[src/rtl/arm_pkg.sv]
// Shared types and constants for the instruction fetch unit.
// Field positions describe the raw instruction word layout seen by the decoder.
package arm_pkg;

    localparam int INSTR_W  = 32;
    localparam int ADDR_W   = 32;

    localparam int COND_HI  = 31;
    localparam int COND_LO  = 28;
    localparam int OP_HI    = 27;
    localparam int OP_LO    = 26;
    localparam int FUNCT_HI = 25;
    localparam int FUNCT_LO = 20;
    localparam int RN_HI    = 19;
    localparam int RN_LO    = 16;
    localparam int RD_HI    = 15;
    localparam int RD_LO    = 12;

    typedef enum logic [1:0] {
        IDLE  = 2'd0,
        FETCH = 2'd1,
        HOLD  = 2'd2
    } fetch_state_t;

endpackage

[src/rtl/fetch_buffer.sv]
// One-entry prefetch buffer holding a fetched word and its address.
// Only present when FETCH_PREFETCH_EN is defined; a flush empties it.
`ifdef FETCH_PREFETCH_EN
module fetch_buffer
    import arm_pkg::*;
(
    input  logic               clk,
    input  logic               reset,
    input  logic               flush,
    input  logic               push,
    input  logic               pop,
    input  logic [INSTR_W-1:0] wdata,
    input  logic [ADDR_W-1:0]  waddr,
    output logic               full,
    output logic [INSTR_W-1:0] rdata,
    output logic [ADDR_W-1:0]  raddr
);

    always_ff @(posedge clk or posedge reset) begin
        if (reset) begin
            full  <= 1'b0;
            rdata <= '0;
            raddr <= '0;
        end else if (flush) begin
            full <= 1'b0;
        end else if (push) begin
            full  <= 1'b1;
            rdata <= wdata;
            raddr <= waddr;
        end else if (pop) begin
            full <= 1'b0;
        end
    end

endmodule
`endif

[src/rtl/instr_fetch_unit.sv]
// Instruction fetch unit: requests words from instruction memory and presents them with decoded fields.
// FETCH_PREFETCH_EN keeps fetching while an instruction is held, using a one-entry buffer.
//   state | meaning
//   IDLE  | out of reset, no request yet
//   FETCH | request outstanding, nothing presented
//   HOLD  | instruction presented, waiting for the decoder
module instr_fetch_unit
    import arm_pkg::*;
#(
    parameter logic [ADDR_W-1:0] RESET_PC = 32'h0000_0000
) (
    input  logic               clk,
    input  logic               reset,
    output logic               imem_req,
    output logic [ADDR_W-1:0]  imem_addr,
    input  logic               imem_ack,
    input  logic [INSTR_W-1:0] imem_rdata,
    input  logic               branch_taken,
    input  logic [ADDR_W-1:0]  branch_target,
    input  logic               instr_ready,
    output logic               instr_valid,
    output logic [INSTR_W-1:0] instr,
    output logic [3:0]         cond,
    output logic [1:0]         op,
    output logic [5:0]         funct,
    output logic [3:0]         rn,
    output logic [3:0]         rd,
    output logic [ADDR_W-1:0]  pc_out,
    output logic [ADDR_W-1:0]  pc_plus8
);

    fetch_state_t       state, state_d;
    logic [ADDR_W-1:0]  pc, pc_d, req_addr, req_addr_d, pc_out_q, pc_out_d;
    logic [ADDR_W-1:0]  target, pc_inc;
    logic [INSTR_W-1:0] instr_q, instr_d;
    logic               valid_q, valid_d, discard, discard_d;
    logic               req, take, hs;

    assign target = branch_target & 32'hFFFF_FFFC;
    assign pc_inc = pc + 32'd4;
    assign hs     = valid_q & instr_ready;

`ifdef FETCH_PREFETCH_EN
    logic               buf_full, buf_push, buf_pop;
    logic [INSTR_W-1:0] buf_data;
    logic [ADDR_W-1:0]  buf_pc;

    fetch_buffer u_fetch_buffer (
        .clk   (clk),
        .reset (reset),
        .flush (branch_taken),
        .push  (buf_push),
        .pop   (buf_pop),
        .wdata (imem_rdata),
        .waddr (req_addr),
        .full  (buf_full),
        .rdata (buf_data),
        .raddr (buf_pc)
    );

    assign req = (state == FETCH) | ((state == HOLD) & ~buf_full);
`else
    assign req = (state == FETCH);
`endif

    assign take = req & imem_ack & ~discard & ~branch_taken;

    always_comb begin
        state_d    = state;
        pc_d       = pc;
        req_addr_d = req_addr;
        discard_d  = discard;
        valid_d    = valid_q;
        instr_d    = instr_q;
        pc_out_d   = pc_out_q;
`ifdef FETCH_PREFETCH_EN
        buf_push   = 1'b0;
        buf_pop    = 1'b0;
`endif
        if (branch_taken) begin
            // An unacked request runs to completion at its old address; its data is dropped.
            pc_d    = target;
            valid_d = 1'b0;
            state_d = FETCH;
            if (req && !imem_ack) begin
                discard_d = 1'b1;
            end else begin
                discard_d  = 1'b0;
                req_addr_d = target;
            end
        end else if (state == IDLE) begin
            state_d = FETCH;
        end else begin
            if (req && imem_ack && discard) begin
                discard_d  = 1'b0;
                req_addr_d = pc;
            end
            if (take) begin
                pc_d       = pc_inc;
                req_addr_d = pc_inc;
            end
            if (hs || !valid_q) begin
`ifdef FETCH_PREFETCH_EN
                if (buf_full) begin
                    instr_d  = buf_data;
                    pc_out_d = buf_pc;
                    valid_d  = 1'b1;
                    buf_pop  = 1'b1;
                end else
`endif
                if (take) begin
                    instr_d  = imem_rdata;
                    pc_out_d = req_addr;
                    valid_d  = 1'b1;
                end else begin
                    valid_d = 1'b0;
                end
`ifdef FETCH_PREFETCH_EN
            end else if (take) begin
                buf_push = 1'b1;
`endif
            end
            state_d = valid_d ? HOLD : FETCH;
        end
    end

    always_ff @(posedge clk or posedge reset) begin
        if (reset) begin
            state    <= IDLE;
            pc       <= RESET_PC;
            req_addr <= RESET_PC;
            discard  <= 1'b0;
            valid_q  <= 1'b0;
            instr_q  <= '0;
            pc_out_q <= RESET_PC;
        end else begin
            state    <= state_d;
            pc       <= pc_d;
            req_addr <= req_addr_d;
            discard  <= discard_d;
            valid_q  <= valid_d;
            instr_q  <= instr_d;
            pc_out_q <= pc_out_d;
        end
    end

    assign imem_req    = req;
    assign imem_addr   = req_addr;
    assign instr_valid = valid_q;
    assign instr       = instr_q;
    assign pc_out      = pc_out_q;
    assign pc_plus8    = pc_out_q + 32'd8;
    assign cond        = instr_q[COND_HI:COND_LO];
    assign op          = instr_q[OP_HI:OP_LO];
    assign funct       = instr_q[FUNCT_HI:FUNCT_LO];
    assign rn          = instr_q[RN_HI:RN_LO];
    assign rd          = instr_q[RD_HI:RD_LO];

endmodule

[config.mk]
export PLATFORM = sky130hd
export DESIGN_NAME = instr_fetch_unit
export DESIGN_NICKNAME = d
export VERILOG_FILES = /design/src/rtl/arm_pkg.sv /design/src/rtl/fetch_buffer.sv /design/src/rtl/instr_fetch_unit.sv
export SDC_FILE = /design/constraint.sdc
export NUM_CORES = 1
export LEC_CHECK = 0
export ABC_AREA = 1
export CAP_MARGIN = 10
export CORE_MARGIN = 2
export CORE_UTILIZATION = 43
export DETAILED_ROUTE_END_ITERATION = 6
export PLACE_DENSITY = 0.75
export SLEW_MARGIN = 20
export SYNTH_ARGS = -nofsm -noshare
export SYNTH_HDL_FRONTEND = slang
export SYNTH_HIERARCHICAL = 1
export SYNTH_SLANG_ARGS = --single-unit
[constraint.sdc]
create_clock -name clk -period 3.95 [get_ports clk]
set_input_delay 0.395 -clock clk [delete_from_list [all_inputs] [get_ports clk]]
set_output_delay 0.395 -clock clk [all_outputs]
set_load 0.02 [all_outputs]
==> flow_summary.yaml <==
status:
  status: "finished, final reports clean"
synth:
  synth_nets: 1048
  syn-instance-count: 977
  syn_avg_cell_area_um2: 7.39
  yosysSeqAreaShare_pct: 44.4
  yosysUniqueCellTypes: 33
  netlist_area_mm2: 0.00722
  yosys_warnings: 6
  ys_ff_latch: 128
  ys.flop_type: "dfrtp_1"
  synth-edff-count: 0
  async_flop_share_pct: 100
clocking:
  ctsHoldBuffers: 0
  cts_setup_buffers: 0
  cts_tree: "built"
  clkSinkCount: 128
  root_buffer: "clkbuf_16"
  clkLatencyLatePin_ns: 0.42
  cts.path.max_buffers: 2
  h-tree-depth: 4
  cts_made_buffers: 17
  clkSlewWorstSetupHoldPaths_ns: 0.05
  ctsResizeCount: 0
global_routing:
  antenna_found_initial: 0
  top_usage_layer: "met2"
  use_met2_pct: 39.4
  grt_pass1_wl_um: 34200
  track_usage_pct: 24.3
  grt_pass1_vias: 6578
  grt_start_max_net_pins: 71
  grt-ovfl-total: 0
  grt_use_met1_pct: 32.6
  use_met3_pct: 3.77
placed_design:
  place.detailed.hpwl_um: 15400
  numPortBuffers: 216
  gp_congestion: 0.927
final_layout:
  syn_to_final_growth_pct: 37.4
  mostFrequentLayoutCell: "nand2_1"
  final_nets: 1227
  final_cell_mix: "nand2_1 (292), clkdlybuf4s50_1 (215), dfrtp_1 (128)"
  layout-drive-gt1-share_pct: 5.57
  antenna_cells: 0
worst_setup_path:
  startpoint_type: "flop"
  crit_fanout: 5
  regToRegStartpoint: "state[1]"
  critPathLaunch: "pc_out[3]"
  end_kind: "primary output"
  cp_data_arrival_time_ns: 2.63
  r2r_end: "imem_addr[27]"
  crit_required_ns: 3.56
  crit_type: "flop to primary output"
  r2r_slack_ns: 1.63
  r2r_cells: 8
power_and_ir_drop:
  leakage_nw: 4.64
  p_per_area_mw_per_mm2: 740
  vdd_drop_max_mv: 0.380
  finalPower_w: 0.00733
die:
  die_w_um: 134
  core_mm2: 0.0165
  placementRows: 47
  die_height_um: 134
  io_pins: 219
  initial_core_util_pct: 43.8
  dieArea_mm2: 0.0178
route:
  wl_per_cell_um: 15.6
  vias: 7049
  ant_nets: 0
  vias_per_cell: 5.08
  drc: 0
  drt_wl_total_um: 21600
  drtPass1Iterations: 7
  drtIter0Drc: 573
timing:
  finalHoldViolations: 0
  finalSetupTns_ns: 0
  maxSlewHeadroom_pct: 45.7
  whs_ns: 0.400
  rsz0062_at_grt: "false"
  worst_pin_slew_ns: 0.814
  finalCritPeriodShare_pct: 76.7
  fmax_mhz: 330
  slew_violations: 0
  skew_ns: 0.00651
  period_minus_slack_ns: 3.03
  setup_viol: 0
run:
  maxCapViolations: 0
hold_path:
  holdCritPathClass: "input port to asynchronous set/reset pin"
[layer usage]
layer  vias up  share of wire, %
li1       3455                 -
met1      3314                43
met2       243                49
met3        37               5.4
met4         0               2.5
met5         -                 0
[cells in the mapped netlist (2+ instances only)]
master / instances / area (um^2)
nor2_4: 10 / 113
inv_2: 2 / 7.51
nor2_2: 6 / 37.5
nand2_2: 4 / 25.0
xor2_1: 24 / 210
and2_1: 2 / 12.5
o21ai_0: 21 / 105
o22ai_1: 2 / 12.5
o21ai_1: 7 / 35.0
nand3b_1: 4 / 30.0
mux2i_1: 2 / 20.0
ha_1: 2 / 25.0
dfrtp_1: 128 / 3200
a21oi_1: 89 / 445
nand3_1: 92 / 460
inv_1: 83 / 312
and3_1: 2 / 12.5
xnor2_1: 12 / 105
clkbuf_1: 13 / 48.8
nand4_1: 9 / 56.3
nor3_1: 13 / 65.1
nor2_1: 99 / 372
buf_1: 3 / 11.3
nand2_1: 292 / 1100
xor2_2: 2 / 32.5
buf_2: 20 / 100
buf_4: 28 / 210
[cells by family (layout without fill, tap and decap cells)]
logic type                 count (synthesis)  count (layout)  synth area share [%]
buffers and inverters                    150             340                  9.62
and+or+nand+nor                          536             536                  32.0
DFF                                      128             128                  44.4
AOI/OAI and AO/OA                        121             121                  8.51
xor gates and xnor gates                  38              38                  4.82
muxes                                      2               2                 0.277
adders and majority gates                  2               2                 0.347
[worst max path at each step]
stage | to | slack (ns)
3_5_place_dp | imem_addr[27] | 0.94
6_report | pc_plus8[25] | 0.92
2_1_floorplan | discard | 0.14
3_3_place_gp | imem_addr[24] | 0.93
4_1_cts | pc_plus8[25] | 0.86
5_1_grt | pc_plus8[25] | 0.75
[power breakdown]
| group | internal [W] | switching [W] |
|---|---|---|
| combinational | 0.00158 | 0.00191 |
| sequential | 0.00179 | 0.000585 |
| clock | 0.000922 | 0.000546 |
[final cells by class]
cell class                      count  area [um^2]
Sequential cell                   128         3200
Inverter                           85          322
Timing Repair Buffer              225         2240
Multi-Input combinational cell    699         3320
Clock buffer                       25          495
Fill cell                        1483         6560
Clock inverter                      5         55.1
Tap cell                          220          275
[sequential cells by signal, summed over array words and instances, names as in the netlist]
signal and cells:
discard 1, imem_addr 31, instr 32, instr_valid 1, pc 30, pc_out 31
state 2
[stage by stage]
stage / instances / utilization, % / instance area (um^2) / setup slack [ns]
3_5_place_dp: 1357 / 56.8 / 9360 / 0.938
2_1_floorplan: 977 / - / 7220 / 0.142
6_report: 1387 / 60.2 / 9910 / 0.922
4_1_cts: 1387 / 60.2 / 9910 / 0.859
3_3_place_gp: 1357 / 56.8 / 9360 / 0.934
5_1_grt: 1387 / 60.2 / 9910 / 0.747
[worst max-delay path: stages (launching register included)]
cell and delay, ns:
dfrtp_1 0.43, ha_1 0.23, nand2_1 0.09, nor3_2 0.27
nand3_2 0.17, nor2_4 0.15, nand2_1 0.09, xnor2_1 0.14
clkdlybuf4s50_1 0.63
No activity file was read; power rests on OpenSTA's default activity.
